<file path="src/rtl/dual_mem_access.sv">
// Dual-slot memory-access stage in front of the dual-port data RAM.
// Cycle N: decode, align-check and drive both RAM ports.
// Cycle N+1: merge same-cycle store bytes into the slot-2 load, extract and extend.
// The result is registered into wb_* and ale_*, so it is visible in cycle N+2.
module dual_mem_access (
    input  logic        clk,
    input  logic        rst,
    input  logic        stall_i,
    input  logic        flush_i,
    input  logic        mem_valid_1,
    input  logic        mem_valid_2,
    input  logic [2:0]  mem_op_1,
    input  logic [2:0]  mem_op_2,
    input  logic [31:0] mem_addr_1,
    input  logic [31:0] mem_addr_2,
    input  logic [31:0] mem_wdata_1,
    input  logic [31:0] mem_wdata_2,
    input  logic [31:0] mem_pc_1,
    input  logic [31:0] mem_pc_2,
    input  logic [4:0]  mem_wreg_1,
    input  logic [4:0]  mem_wreg_2,
    output logic        ram_ce_1,
    output logic        ram_ce_2,
    output logic        ram_we_1,
    output logic        ram_we_2,
    output logic [31:0] ram_pc_1,
    output logic [31:0] ram_pc_2,
    output logic [31:0] ram_addr_1,
    output logic [31:0] ram_addr_2,
    output logic [3:0]  ram_sel_1,
    output logic [3:0]  ram_sel_2,
    output logic [31:0] ram_wdata_1,
    output logic [31:0] ram_wdata_2,
    input  logic [31:0] ram_rdata_1,
    input  logic [31:0] ram_rdata_2,
    output logic        wb_valid_1,
    output logic        wb_valid_2,
    output logic [4:0]  wb_wreg_1,
    output logic [4:0]  wb_wreg_2,
    output logic [31:0] wb_wdata_1,
    output logic [31:0] wb_wdata_2,
    output logic        ale_1,
    output logic        ale_2
);

    localparam logic [2:0] OpLb  = 3'b000;
    localparam logic [2:0] OpLbu = 3'b001;
    localparam logic [2:0] OpLh  = 3'b010;
    localparam logic [2:0] OpLhu = 3'b011;
    localparam logic [2:0] OpLw  = 3'b100;
    localparam logic [2:0] OpSb  = 3'b101;
    localparam logic [2:0] OpSh  = 3'b110;
    localparam logic [2:0] OpSw  = 3'b111;

    function automatic logic is_store(input logic [2:0] op);
        return op[2] & (|op[1:0]);
    endfunction

    function automatic logic is_misaligned(input logic [2:0] op, input logic [1:0] off);
        logic mis;
        case (op)
            OpLh, OpLhu, OpSh: mis = off[0];
            OpLw, OpSw:        mis = |off;
            default:           mis = 1'b0;
        endcase
        return mis;
    endfunction

    function automatic logic [3:0] lane_sel(input logic [2:0] op, input logic [1:0] off);
        logic [3:0] sel;
        case (op)
            OpSb:    sel = 4'b0001 << off;
            OpSh:    sel = off[1] ? 4'b1100 : 4'b0011;
            default: sel = 4'b1111;
        endcase
        return sel;
    endfunction

    function automatic logic [31:0] lane_data(input logic [2:0] op, input logic [31:0] wdata);
        logic [31:0] data;
        case (op)
            OpSb:    data = {4{wdata[7:0]}};
            OpSh:    data = {2{wdata[15:0]}};
            default: data = wdata;
        endcase
        return data;
    endfunction

    function automatic logic [31:0] extract(input logic [2:0] op, input logic [1:0] off,
                                            input logic [31:0] word);
        logic [31:0] shifted;
        logic [7:0]  b;
        logic [15:0] h;
        logic [31:0] res;
        shifted = word >> {off, 3'b000};
        b       = shifted[7:0];
        h       = off[1] ? word[31:16] : word[15:0];
        case (op)
            OpLb:    res = {{24{b[7]}}, b};
            OpLbu:   res = {24'b0, b};
            OpLh:    res = {{16{h[15]}}, h};
            OpLhu:   res = {16'b0, h};
            default: res = word;
        endcase
        return res;
    endfunction

    logic        acc_1, acc_2;
    logic        mis_1, mis_2;
    logic        go_1, go_2;
    logic        fwd_d;

    logic        s1_valid_1, s1_valid_2;
    logic        s1_load_1, s1_load_2;
    logic [2:0]  s1_op_1, s1_op_2;
    logic [1:0]  s1_off_1, s1_off_2;
    logic [4:0]  s1_wreg_1, s1_wreg_2;
    logic        s1_mis_1, s1_mis_2;
    logic        s1_fwd;
    logic [3:0]  s1_fwd_sel;
    logic [31:0] s1_fwd_data;

    logic [31:0] fwd_word;
    logic        wb_valid_d_1, wb_valid_d_2;
    logic        ale_d_1, ale_d_2;
    logic [31:0] wb_wdata_d_1, wb_wdata_d_2;

    // Request decode and RAM port drive for the current cycle
    always_comb begin
        acc_1       = mem_valid_1 & ~stall_i & ~flush_i;
        acc_2       = mem_valid_2 & ~stall_i & ~flush_i;
        mis_1       = is_misaligned(mem_op_1, mem_addr_1[1:0]);
        mis_2       = is_misaligned(mem_op_2, mem_addr_2[1:0]);
        go_1        = acc_1 & ~mis_1;
        go_2        = acc_2 & ~mis_2;
        ram_ce_1    = go_1;
        ram_ce_2    = go_2;
        ram_we_1    = go_1 & is_store(mem_op_1);
        ram_we_2    = go_2 & is_store(mem_op_2);
        ram_sel_1   = go_1 ? lane_sel(mem_op_1, mem_addr_1[1:0]) : 4'b0000;
        ram_sel_2   = go_2 ? lane_sel(mem_op_2, mem_addr_2[1:0]) : 4'b0000;
        ram_addr_1  = mem_addr_1;
        ram_addr_2  = mem_addr_2;
        ram_pc_1    = mem_pc_1;
        ram_pc_2    = mem_pc_2;
        ram_wdata_1 = lane_data(mem_op_1, mem_wdata_1);
        ram_wdata_2 = lane_data(mem_op_2, mem_wdata_2);
        // The RAM returns the pre-store word to a same-cycle reader, so the younger
        // slot-2 load must pick up the older slot-1 store bytes itself.
        fwd_d       = ram_we_1 & go_2 & ~is_store(mem_op_2)
                      & (mem_addr_1[31:2] == mem_addr_2[31:2]);
    end

    // Response register: tracks what the RAM is answering in the next cycle
    always_ff @(posedge clk or negedge rst) begin
        if (!rst) begin
            s1_valid_1  <= 1'b0;
            s1_valid_2  <= 1'b0;
            s1_load_1   <= 1'b0;
            s1_load_2   <= 1'b0;
            s1_op_1     <= 3'b000;
            s1_op_2     <= 3'b000;
            s1_off_1    <= 2'b00;
            s1_off_2    <= 2'b00;
            s1_wreg_1   <= 5'd0;
            s1_wreg_2   <= 5'd0;
            s1_mis_1    <= 1'b0;
            s1_mis_2    <= 1'b0;
            s1_fwd      <= 1'b0;
            s1_fwd_sel  <= 4'b0000;
            s1_fwd_data <= 32'd0;
        end else begin
            s1_valid_1  <= acc_1;
            s1_valid_2  <= acc_2;
            s1_load_1   <= ~is_store(mem_op_1);
            s1_load_2   <= ~is_store(mem_op_2);
            s1_op_1     <= mem_op_1;
            s1_op_2     <= mem_op_2;
            s1_off_1    <= mem_addr_1[1:0];
            s1_off_2    <= mem_addr_2[1:0];
            s1_wreg_1   <= mem_wreg_1;
            s1_wreg_2   <= mem_wreg_2;
            s1_mis_1    <= mis_1;
            s1_mis_2    <= mis_2;
            s1_fwd      <= fwd_d;
            s1_fwd_sel  <= ram_sel_1;
            s1_fwd_data <= ram_wdata_1;
        end
    end

    // Forward merge, extraction and writeback qualification; flush kills the in-flight response
    always_comb begin
        fwd_word = ram_rdata_2;
        for (int b = 0; b < 4; b++) begin
            if (s1_fwd && s1_fwd_sel[b]) begin
                fwd_word[8*b +: 8] = s1_fwd_data[8*b +: 8];
            end
        end
        wb_valid_d_1 = s1_valid_1 & s1_load_1 & ~s1_mis_1 & ~flush_i;
        wb_valid_d_2 = s1_valid_2 & s1_load_2 & ~s1_mis_2 & ~flush_i;
        ale_d_1      = s1_valid_1 & s1_mis_1 & ~flush_i;
        ale_d_2      = s1_valid_2 & s1_mis_2 & ~flush_i;
        wb_wdata_d_1 = wb_valid_d_1 ? extract(s1_op_1, s1_off_1, ram_rdata_1) : 32'd0;
        wb_wdata_d_2 = wb_valid_d_2 ? extract(s1_op_2, s1_off_2, fwd_word) : 32'd0;
    end

    // Writeback register; not frozen by stall since the RAM does not hold its read data
    always_ff @(posedge clk or negedge rst) begin
        if (!rst) begin
            wb_valid_1 <= 1'b0;
            wb_valid_2 <= 1'b0;
            wb_wreg_1  <= 5'd0;
            wb_wreg_2  <= 5'd0;
            wb_wdata_1 <= 32'd0;
            wb_wdata_2 <= 32'd0;
            ale_1      <= 1'b0;
            ale_2      <= 1'b0;
        end else begin
            wb_valid_1 <= wb_valid_d_1;
            wb_valid_2 <= wb_valid_d_2;
            wb_wreg_1  <= wb_valid_d_1 ? s1_wreg_1 : 5'd0;
            wb_wreg_2  <= wb_valid_d_2 ? s1_wreg_2 : 5'd0;
            wb_wdata_1 <= wb_wdata_d_1;
            wb_wdata_2 <= wb_wdata_d_2;
            ale_1      <= ale_d_1;
            ale_2      <= ale_d_2;
        end
    end

endmodule
</file>
<file path="config.mk">
export PLATFORM = sky130hd
export DESIGN_NAME = dual_mem_access
export DESIGN_NICKNAME = d
export VERILOG_FILES = /design/src/rtl/dual_mem_access.sv
export SDC_FILE = /design/constraint.sdc
export NUM_CORES = 1
export LEC_CHECK = 0
export BUFFER_PORTS_ARGS = -buffer_cell sky130_fd_sc_hd__clkbuf_2
export CAP_MARGIN = 0
export CELL_PAD_IN_SITES_DETAIL_PLACEMENT = 1
export CELL_PAD_IN_SITES_GLOBAL_PLACEMENT = 2
export CORE_AREA = 4 4 216 218
export DETAILED_ROUTE_END_ITERATION = 10
export DIE_AREA = 0 0 220 222
export PLACE_DENSITY_LB_ADDON = 0.2
export SYNTH_ARGS = -nofsm -noshare
export SYNTH_HDL_FRONTEND = slang
export SYNTH_SLANG_ARGS = --single-unit
</file>
<file path="constraint.sdc">
create_clock -name clk -period 4.1 [get_ports clk]
set_input_delay 0.82 -clock clk [delete_from_list [all_inputs] [get_ports clk]]
set_output_delay 0.82 -clock clk [all_outputs]
set_load 0.01 [all_outputs]
</file>
# Word level (Yosys, flattened, before mapping)
# Cells that the tools add are included.
# op_classes
addsub	0
mul	0
div	0
magnitude_cmp	0
eq_ne	19
shift	4
muxes	22
n_bitwise	31
reduce_logical	14
# op_table
operator	n
32-bit one-hot mux with 4 select lines	2
32-bit one-hot mux with 2 select lines	2
32-bit 2-to-1 mux	2
32-bit by 5-bit right shift with 8-bit output	2
16-bit 2-to-1 mux	2
8-bit 2-to-1 mux	4
30-bit == test	1
3-bit by 2-bit == test with 1-bit output (second input constant)	8
3-bit == test (second input constant)	8
1-bit bitwise AND	23
4-bit 2-to-1 mux	4
4-bit one-hot mux with 2 select lines	2
2-bit OR reduction	6
5-bit 2-to-1 mux	2
1-bit NOT	8
1-bit by 2-bit left shift with 4-bit output (first input constant)	2
3-bit by 1-bit == test with 1-bit output (second input constant)	2
3-bit logical NOT	2
3-bit OR reduction	2
1-bit logical AND	4
1-bit one-hot mux with 2 select lines	2
# word_totals
regBits	141
latch_bits	0
ramBits	0
mem_bits_ro	0
input_bits	278
wordCells	113
n_memories	0

# Logic depth before layout (Yosys ltp)
# Gate-level depths: netlist (run 1).
# logic_depth
depth_word	9
mapped_depth	7

# Least setup slack after synthesis (run 1)
# No wires, ideal clock.
# synth_path
kind	in2out
from	input port mem_op_1[1]
to	output port ram_sel_1[1]
arrival_ns	1.988
required_ns	3.280
path_slack_ns	1.292
path_stages	6
n_path_buf	3
cell_sequence	buf_2 -> clkbuf_1 -> inv_1 -> clkbuf_1 -> o21ai_0 -> a211oi_1
# synth_via
elab_chain_cells	6
# synth_rtl
item	line	text
start, declared	12	input logic [2:0] mem_op_1,
3-bit == test (tied with other cells)	61, 71	
3-bit OR reduction or 2-bit OR reduction (tied branches)	61	case (op)
1-bit one-hot mux with 2 select lines	61	
1-bit NOT	134	go_1 = acc_1 & ~mis_1;
1-bit bitwise AND	134	
4-bit 2-to-1 mux *	140	ram_sel_1 = go_1 ? lane_sel(mem_op_1, mem_addr_1[1:0]) : 4'b0000;
end, declared	30	output logic [3:0] ram_sel_1,
# Every way passes the cells marked *; elsewhere a longest branch is shown, timed or not.

# Worst setup path after layout (run 1)
# layout_path
from	input port mem_op_1[1]
to	output port ram_we_1
# layout_via
elab_chain_cells	6
# layout_rtl
item	line	text
3-bit == test or 3-bit by 2-bit == test with 1-bit output (tied branches)	61	
3-bit OR reduction or 2-bit OR reduction (tied branches)	61	
1-bit one-hot mux with 2 select lines *	61	
net mis_1	109	logic mis_1, mis_2;
1-bit NOT *	134	
1-bit bitwise AND *	134	
1-bit bitwise AND *	138	ram_we_1 = go_1 & is_store(mem_op_1);
end, declared	24	output logic ram_we_1,
# The timed path passes the listed nets; every way through them passes the cells marked *.

==> results of run 1 <==
==> registers in the layout, indices dropped and copies added (netlist names) <==
signal       flops
s1_fwd_data     32
wb_wdata_1      32
wb_wdata_2      32
s1_wreg_1        5
s1_wreg_2        5
wb_wreg_1        5
wb_wreg_2        5
s1_fwd_sel       4
s1_op_1          3
s1_op_2          3
s1_off_1         2
s1_off_2         2
ale_1            1
ale_2            1
s1_fwd           1
s1_load_1        1
s1_load_2        1
s1_mis_1         1
s1_mis_2         1
s1_valid_1       1
s1_valid_2       1
wb_valid_1       1
wb_valid_2       1
==> synth_stat cells (all sizes together) (3+ instances only) <==
library cell    n
a2111oi         3
a211oi          6
a21oi          89
a221oi          8
a31oi           7
and2           12
and3            4
buf           154
clkbuf         31
dfrtp         141
inv            42
mux2           33
mux2i          36
nand2          53
nand2b          5
nand4           7
nor2           35
nor4            3
o21ai          29
o221a           7
o22a           11
o22ai          24
or3             4
xnor2          32
==> critical path, cell delays in order <==
cell	delay (ns)
clkbuf_2	0.23
xor2_1	0.37
o22ai_1	0.18
a22o_1	0.30
nor3_2	0.36
clkbuf_2	0.23
==> per-layer routing <==
metal  vias up  wire [microns]  global-route usage (%)
met1      3393           14700                    17.2
met3        35            2740                    4.49
met4         4             556                    3.65
met5         -              77                    1.01
li1       3158               -                       -
met2       309           19100                    26.2
==> final timing paths <==
| kind | end | cells past startpoint |
|---|---|---|
| worst min-delay path | wb_wreg_2[1] | 1 |
| worst max register to register | wb_wdata_1[9] | 5 |
| min in group asynchronous | s1_wreg_1[2] | 1 |
| max in group asynchronous | s1_off_2[1] | 2 |
| worst min register to register | wb_wreg_2[1] | 1 |
| worst max-delay path | ram_we_1 | 6 |
==> where the power goes <==
group / leakage, uW / switching, uW / total (uW) / internal (uW)
registers: 0.00183 / 33.8 / 1470 / 1440
clock network: 0.000294 / 607 / 1610 / 1010
logic: 0.00332 / 370 / 621 / 251
==> final cells by class <==
cell class | count | share of cell area [%]
sequential | 141 | 34.5
multi-input combinational | 432 | 28.9
timing repair buffer | 439 | 21.8
tap | 600 | 7.34
clock buffer | 22 | 4.73
inverter | 42 | 1.54
clock inverter | 7 | 1.10
antenna | 1 | 0.0245
==> metrics by stage <==
stage	power (uW)	utilization, %	worst slack (ns)
after detailed placement	2130	21.5	0.733
after floorplan	1880	-	1.29
after global placement	2130	21.5	0.796
after CTS	3780	22.8	0.726
final	3710	22.8	0.783
after global routing	3890	22.8	0.660
==> kinds of logic after synthesis <==
group / after synthesis / share of synthesized area (%)
buf+inv: 227 / 17.9
compound gates: 194 / 15.9
flops: 141 / 44.6
simple gates: 136 / 8.67
mux: 69 / 9.26
xor+xnor: 33 / 3.66
==> cell usage in the layout (no fill, tap or decap), drive strengths merged, types with 6 or more instances in the layout <==
| cell type | synthesis | layout |
|---|---|---|
| xnor2 | 32 | 32 |
| nor2 | 35 | 35 |
| a211oi | 6 | 6 |
| nand4 | 7 | 7 |
| a31oi | 7 | 7 |
| nand2 | 53 | 53 |
| buf | 154 | 9 |
| mux2i | 36 | 36 |
| o221a | 7 | 7 |
| dfrtp | 141 | 141 |
| a21oi | 89 | 89 |
| o21ai | 29 | 29 |
| o22a | 11 | 11 |
| inv | 42 | 42 |
| o22ai | 24 | 24 |
| a221oi | 8 | 8 |
| clkbuf | 31 | 452 |
| and2 | 12 | 12 |
| mux2 | 33 | 33 |
==> qor.yml, run 1 <==
status: "complete, no violations"
min_path_type: "reg2reg"
antenna_found_initial: 2
instances_no_fill: 1684
ys_seq_area_share_pct: 44.6
worstSetupPathType: "in2out"
final_nets: 1351
dpl_cell_area_sq_mm: 0.00963
synth_area_leader_cell: "dfrtp_1"
worstSetupEndpointType: "primary output"
vias: 6899
htreeDepth: 4
multiInputGateArea_sq_mm: 0.00296
cts_buffers: 17
finalSetupViolations: 0
ys_ff_latch: 141
clockBufferDepth: 2
area_delta_synth_final_pct: 29.4
synthTopCellsByArea: "dfrtp_1 (45%), buf_4 (14%), a21oi_1 (4.9%), mux2_2 (4.7%), mux2i_1 (4.6%)"
syn_area_sq_mm: 0.00791
die_x_microns: 220
grt_pass1_wl_microns: 52800
wl_microns: 37100
tightest_slew_ns: 0.936
critPathMaxFanout: 9
setup_tns_ns: 0
cts_setup_buffers: 0
relSlewSlack_pct: 37.1
cts_resized: 0
io_buffers: 431
max-vdd-ir-drop_mv: 0.217
synth_async_sr_flop_share_pct: 100
r2r-start: "s1_off_1[1]"
synth_top_area_share_pct: 44.6
avgSynthCellArea_sq_um: 9.88
required_ns: 3.28
gr-total-overflow: 0
synth_edf_count: 0
finalInstanceArea_sq_mm: 0.0102
dp.cells: 1654
cts_sinks: 141
hold_ws_ns: 0.449
min_from: "s1_wreg_2[1]"
post-dp-hpwl_microns: 30200
finalWeightedCongestion: 0.786
fillers: 5287
grt.total_usage_pct: 14.8
wire_per_inst_microns: 22.1
vias_per_cell: 4.10
period_share_pct: 80.9
clock_skew_ns: 0.0113
ys_types: 53
io_pins: 560
grt_max_degree: 88
core-area_sq_mm: 0.0449
drv_slew: 0
p_leak_uw: 0.00545
register_area_sq_mm: 0.00353
cts_tree: "done"
drive_above_1_share_pct: 48.7
drtPass1Iterations: 6
synth.net_count: 1078
clock_latency_ns: 0.44
rrSetupSlack_ns: 1.55
worstPathArrival_ns: 2.50
yosysWarnings: 0
cts-hold-fix-buffers: 0
startpoint: "mem_op_1[1]"
hold_viol: 0
fmax_mhz: 301
clock-root-buffer: "clkbuf_16"
synth_cells: 800
drtAntennaViolNets: 0
p_per_area_mw_per_mm2: 362
drc_errors: 0
maxCapViolations: 0
cp-start-kind: "primary input"
start_util_pct: 17.6
rsz0062_at_grt: "no"
fp.dieH_microns: 222
clk_pin_slew_ns: 0.06
grt_pass1_vias: 7509
num_rows: 78
die-area_sq_mm: 0.0488
drt_iter0_drc: 224
ys.flop_type: "dfrtp_1"
min_period_ns: 3.32
Note: power is estimated with default switching activity, not from simulation.
==> run 2, diff against run 1 <==
Clock period 4.1 ns to 2.7 ns, I/O delays scaled along.
==> qor.yml, run 2 (same netlist as run 1, synthesis figures left out) <==
status: "complete, no violations"
wire_per_inst_microns: 21.8  # -0.97%
fp.dieH_microns: 222  # unchanged
io_buffers: 431  # unchanged
min_period_ns: 2.49
die_x_microns: 220  # unchanged
hold_viol: 0  # unchanged
worstSetupPathType: "in2out"
grt_pass1_wl_microns: 53200  # +0.82%
slowest_delay_ns: 0.43  # +0.06 ns
final_nets: 1380  # +2.1%
io_pins: 560  # unchanged
relSlewSlack_pct: 45.8  # +8.7 points
rsz0062_at_grt: "no"
max-vdd-ir-drop_mv: 0.393  # +81%
min_path_type: "in2async"
period_share_pct: 92.2
finalSetupViolations: 0  # unchanged
die-area_sq_mm: 0.0488  # unchanged
clock-root-buffer: "clkbuf_16"
drtPass1Iterations: 4  # -2
mostFrequentLayoutCell: "clkbuf_2"
grt.total_usage_pct: 15.0  # +0.20 points
fmax_mhz: 402
p_leak_uw: 0.00560  # +2.7%
htreeDepth: 4  # unchanged
area_delta_synth_final_pct: 32.7
antenna_found_initial: 5  # +3
worstPathArrival_ns: 1.95  # -0.55 ns
slowest_stage: "mux2_2"
reg_top3: "s1_fwd_data x32, wb_wdata_1 x32, wb_wdata_2 x32"
critPathMaxFanout: 13  # +4
tightest_slew_ns: 0.813  # -0.123 ns
clock_skew_ns: 0.0107  # -0.000529 ns
cts_buffers: 17  # unchanged
cts_tree: "done"
drtAntennaViolNets: 0  # unchanged
setup_tns_ns: 0  # unchanged
worstSetupEndpointType: "primary output"
timing.critical_path.cells: "clkbuf_2, nor2b_1, nand2_1, mux2_2, clkbuf_2"
cts_resized: 0  # unchanged
wl_microns: 37500  # +0.97%
cts_setup_buffers: 0  # unchanged
cts_sinks: 141  # unchanged
clk_pin_slew_ns: 0.06  # about the same
drt_iter0_drc: 259  # +16%
clock_latency_ns: 0.44  # about the same
cts-hold-fix-buffers: 0  # unchanged
finalWeightedCongestion: 0.768  # -2.3%
drc_errors: 0  # unchanged
core-area_sq_mm: 0.0449  # unchanged
num_rows: 78  # unchanged
p_per_area_mw_per_mm2: 546  # +51%
power_uw: 5730  # +54%
gr-total-overflow: 0  # unchanged
maxCapViolations: 0  # unchanged
grt_max_degree: 50  # -43%
crit_path_frequent_cell: "clkbuf_2"
vias: 6983  # +1.2%
post-dp-hpwl_microns: 31100  # +3.1%
start_util_pct: 17.6  # unchanged
cp-start-kind: "primary input"
drive_above_1_share_pct: 50.2  # +1.6 points
grt_pass1_vias: 7649  # +1.9%
layout_common_cells: "clkbuf_2 (430), dfrtp_1 (141), a21oi_1 (78), nand2_1 (50), inv_1 (42)"
vias_per_cell: 4.07  # -0.73%
required_ns: 2.16  # -1.12 ns
clockBufferDepth: 2  # unchanged
drv_slew: 0  # unchanged
run 2: cell types whose count changed in the layout (fill, tap and decap cells not counted), sizes merged:
cell      delta
clkbuf       -2
diode        +1
clkinvlp     +2
buf         +29
inv          +3
run 2: critical path: cells and delay by family:
kind,cells,cell delay (ns)
buffers and inverters,2,0.35
AND/OR/NAND/NOR,2,0.63
multiplexers,1,0.43
run 2: where the power goes:
part / switching [uW] / internal, uW
Sequential: 44.7 / 2180
Clock: 981 / 1530
Combinational: 580 / 405
run 2: path summary, 6_finish.rpt:
| kind | start | endpoint | slack [ns] | cells after the start |
|---|---|---|---|---|
| worst max register to register | s1_fwd | wb_wdata_2[11] | 0.45 | 5 |
| worst max-delay path | mem_op_1[1] | ram_wdata_1[10] | 0.21 | 5 |
| min in group clk | mem_wreg_1[0] | s1_wreg_1[0] | 0.20 | 1 |
| worst min register to register | s1_wreg_2[1] | wb_wreg_2[1] | 0.45 | 1 |
| max in group asynchronous | rst | wb_wdata_2[3] | 1.86 | 2 |
| worst min-delay path | rst | s1_wreg_1[3] | 0.04 | 1 |
run 2: through the flow:
| step | hold slack, ns | util (%) | setup WS, ns | area, sq um | std cells |
|---|---|---|---|---|---|
| floorplan | 0.244 | - | 0.452 | 7910 | 800 |
| global placement | 0.430 | 22.0 | 0.191 | 9860 | 1683 |
| detailed placement | 0.435 | 22.0 | 0.157 | 9860 | 1683 |
| CTS | 0.0570 | 23.4 | 0.142 | 10500 | 1715 |
| global route | 0.0718 | 23.4 | 0.0806 | 10500 | 1715 |
| finish | 0.0391 | 23.4 | 0.212 | 10500 | 1717 |
run 2: layout make-up:
type                    instances  area (sq um)
multi-input cells             432          2960
clock inverters                12           158
fillers                      5328         34400
well taps                     600           751
diodes                          2          5.00
repair buffers                468          2470
clock buffers                  20           467
flip-flops and latches        141          3530
inverters                      42           158
run 2: metal layers:
layer	global-route usage (%)	share of wire [%]
met3	4.67	7.7
met1	17.0	39
met2	26.7	52
met4	4.13	1.8
met5	1.01	0.27
==> run 3, diff against run 2 <==
Settings changed: ABC_AREA set to 1, CORE_AREA 4 4 216 218 to unset, CORE_ASPECT_RATIO set to 0.5, CORE_MARGIN set to 4, CORE_UTILIZATION set to 19, DIE_AREA 0 0 220 222 to unset, TNS_END_PERCENT set to 50.
==> qor.yml, run 3 <==
status: "complete, no violations"
ys_seq_area_share_pct: 44.5  # -0.070 points
gr-total-overflow: 0  # unchanged
timing.critical_path.cells: "clkbuf_2, nand2_1, nand2_1, buf_4, o21ai_0, clkbuf_2"
rsz0062_at_grt: "no"
finalInstanceArea_sq_mm: 0.0104  # -0.66%
layout_common_cells: "clkbuf_2 (430), nand2_1 (207), dfrtp_1 (141), nor2_1 (123), inv_1 (113)"
vias_per_cell: 4.07  # +0.14%
fin_ws_ns: 0.351  # +0.139 ns
yosysMostFrequentCell: "nand2_1"
synth_cells: 1013  # +27%
cp-start-kind: "primary input"
grt_pass1_vias: 8518  # +11%
yosys.area_share.adder_pct: 0  # unchanged
syn_area_sq_mm: 0.00792  # +0.16%
dp.cells: 1838  # +9.2%
worstSetupEndpointType: "primary output"
relSlewSlack_pct: 60.1  # +14 points
cts_setup_buffers: 0  # unchanged
setup_tns_ns: 0  # unchanged
grt_pass1_wl_microns: 54000  # +1.4%
reg_top3: "s1_fwd_data x32, wb_wdata_1 x32, wb_wdata_2 x32"
max-vdd-ir-drop_mv: 0.475  # +21%
hold_viol: 0  # unchanged
switching_power_uw: 1630  # +1.3%
grt_max_degree: 56  # +12%
synth_area_leader_cell: "dfrtp_1"
post-route-util_pct: 25.6  # +2.2 points
io_buffers: 431  # unchanged
area_delta_synth_final_pct: 31.6
pwr-share-clk_pct: 45.1  # +1.2 points
cts_tree: "done"
worstPathArrival_ns: 1.81  # -0.14 ns
combPwrFrac_pct: 16.7  # -0.5 points
clockBufferDepth: 2  # unchanged
synth_xor_area_share_pct: 3.32  # -0.34 points
post-place-ws_ns: 0.365  # +0.208 ns
grt.total_usage_pct: 15.8  # +0.88 points
final_nets: 1595  # +16%
drv_slew: 0  # unchanged
die_x_microns: 297  # +35%
synth_async_sr_flop_share_pct: 100  # unchanged
required_ns: 2.16  # about the same
htreeDepth: 4  # unchanged
instances_no_fill: 1870  # +8.9%
avgSynthCellArea_sq_um: 7.82  # -21%
slowest_stage: "o21ai_0"
switching_share_pct: 27.9  # -0.091 points
fp.dieH_microns: 152  # -31%
num_rows: 52  # -33%
cts_resized: 0  # unchanged
ys.flop_type: "dfrtp_1"
synth_compound_area_share_pct: 10.5  # -5.3 points
p_per_area_mw_per_mm2: 558  # +2.3%
drc_errors: 0  # unchanged
worstSetupPathType: "in2out"
period_share_pct: 87.0  # -5.1 points
ys_types: 28  # -47%
clock-root-buffer: "clkbuf_16"
wire_per_inst_microns: 19.4  # -11%
critPathMaxFanout: 14  # +1
maxCapViolations: 0  # unchanged
ys_ff_latch: 141  # unchanged
tightest_slew_ns: 0.599  # -0.214 ns
slowest_delay_ns: 0.40  # -0.03 ns
min_period_ns: 2.35  # -0.139 ns
synth_top_family_by_area: "buffers and inverters"
die-area_sq_mm: 0.0452  # -7.4%
clk_pin_slew_ns: 0.07  # about the same
synth_top_area_share_pct: 44.5  # -0.070 points
muxShareOfSynthArea_pct: 0  # -9.3 points
fmax_mhz: 426  # +5.9%
vias: 7616  # +9.1%
drtAntennaViolNets: 0  # unchanged
min_path_type: "in2async"
wl_microns: 36400  # -3.0%
power_frac_seq_pct: 38.2  # -0.7 points
drive_above_1_share_pct: 38.1  # -12 points
finalWeightedCongestion: 0.845  # +10%
post-dp-hpwl_microns: 30900  # -0.75%
cts_buffers: 17  # unchanged
start_util_pct: 19.4  # +1.8 points
yosysWarnings: 0  # unchanged
synthSimpleGateAreaFrac_pct: 20.4  # +12 points
finalSetupViolations: 0  # unchanged
antenna_found_initial: 1  # -4
synth_commonest_cells: "nand2_1 (207), buf_4 (145), dfrtp_1 (141)"
clock_skew_ns: 0.0138  # +0.00305 ns
path_buf_inv: 3  # +1
cts-hold-fix-buffers: 0  # unchanged
clock_latency_ns: 0.44  # about the same
synthTopCellsByArea: "dfrtp_1 (45%), buf_4 (14%), nand2_1 (9.8%), nor2_1 (5.8%), inv_1 (5.4%)"
cp_top_family: "buffers and inverters"
p_leak_uw: 0.00596  # +6.6%
dpl_cell_area_sq_mm: 0.00978  # -0.89%
core-area_sq_mm: 0.0408  # -9.1%
io_pins: 560  # unchanged
cts_sinks: 141  # unchanged
drtPass1Iterations: 4  # unchanged
synth.net_count: 1291  # +20%
p_int_uw: 4190  # +1.8%
synth_edf_count: 0  # unchanged
drt_iter0_drc: 259  # unchanged
mostFrequentLayoutCell: "clkbuf_2"
[run 3: cell count changes in the layout (fill, tap and decap cells not counted), moves of 36 or more]
cell	delta
nand2_1	+157
inv_1	+71
o21ai_0	+51
nand3_1	+36
a21oi_1	-36
nor2_1	+88
mux2i_1	-36
[run 3: through the flow]
| step | hold slack, ns | power [uW] |
|---|---|---|
| after CTS | 0.0625 | 5950 |
| final | 0.0482 | 5820 |
| after floorplan | 0.244 | 2850 |
| after detailed placement | 0.466 | 3260 |
| after global routing | 0.0710 | 6140 |
| after global placement | 0.454 | 3250 |
[run 3: path summary, 6_finish.rpt]
check,start,endpoint,slack [ns],cells past startpoint
min reg2reg,s1_wreg_1[2],wb_wreg_1[2],0.47,2
max in group asynchronous,rst,wb_wdata_2[25],1.92,2
min,rst,wb_wdata_1[23],0.05,1
min in group clk,mem_wreg_1[0],s1_wreg_1[0],0.20,1
max,mem_op_1[2],ram_wdata_1[15],0.35,6
max reg2reg,s1_op_1[1],wb_wdata_1[4],0.64,5
[run 3: layout make-up]
type                       count  area (sq um)
antenna                        1          2.50
clock buffer                  18           429
clock inverter                13           216
fill                        4999         30400
inverter                     116           435
multi-input combinational    578          2720
sequential                   141          3530
tap                          540           676
timing repair buffer         463          2420
[run 3: per-layer routing]
| layer | GRT usage [%] | wire (microns) | up-vias | part of all wire, % |
|---|---|---|---|---|
| met5 | 0 | 0 | - | 0 |
| met4 | 4.33 | 680 | 0 | 1.9 |
| met3 | 2.83 | 1290 | 57 | 3.6 |
| met2 | 31.5 | 20500 | 153 | 56 |
| met1 | 17.2 | 13900 | 3774 | 38 |
| li1 | - | - | 3632 | - |
[run 3: worst reg2reg max path, delay by kind of cell, from the launching register on]
family          cells  cell delay [ns]
compound gates      3             0.94
buf+inv             1             0.24
flops               1             0.50
simple gates        1             0.30
[run 3: power groups by stage]
stage	Combinational (uW)	Clock, uW	Sequential (uW)
finish	971	2630	2220
floorplan	597	0	2250
detailed placement	999	0	2260
CTS	1000	2720	2220
global route	1090	2820	2230
global placement	990	0	2260
[run 3: kinds of logic after synthesis]
| kind of cell | Yosys count |
|---|---|
| XOR/XNOR | 30 |
| flip-flops | 141 |
| AND/OR/NAND/NOR | 394 |
| buffers and inverters | 294 |
| AO/OA/AOI/OAI | 154 |
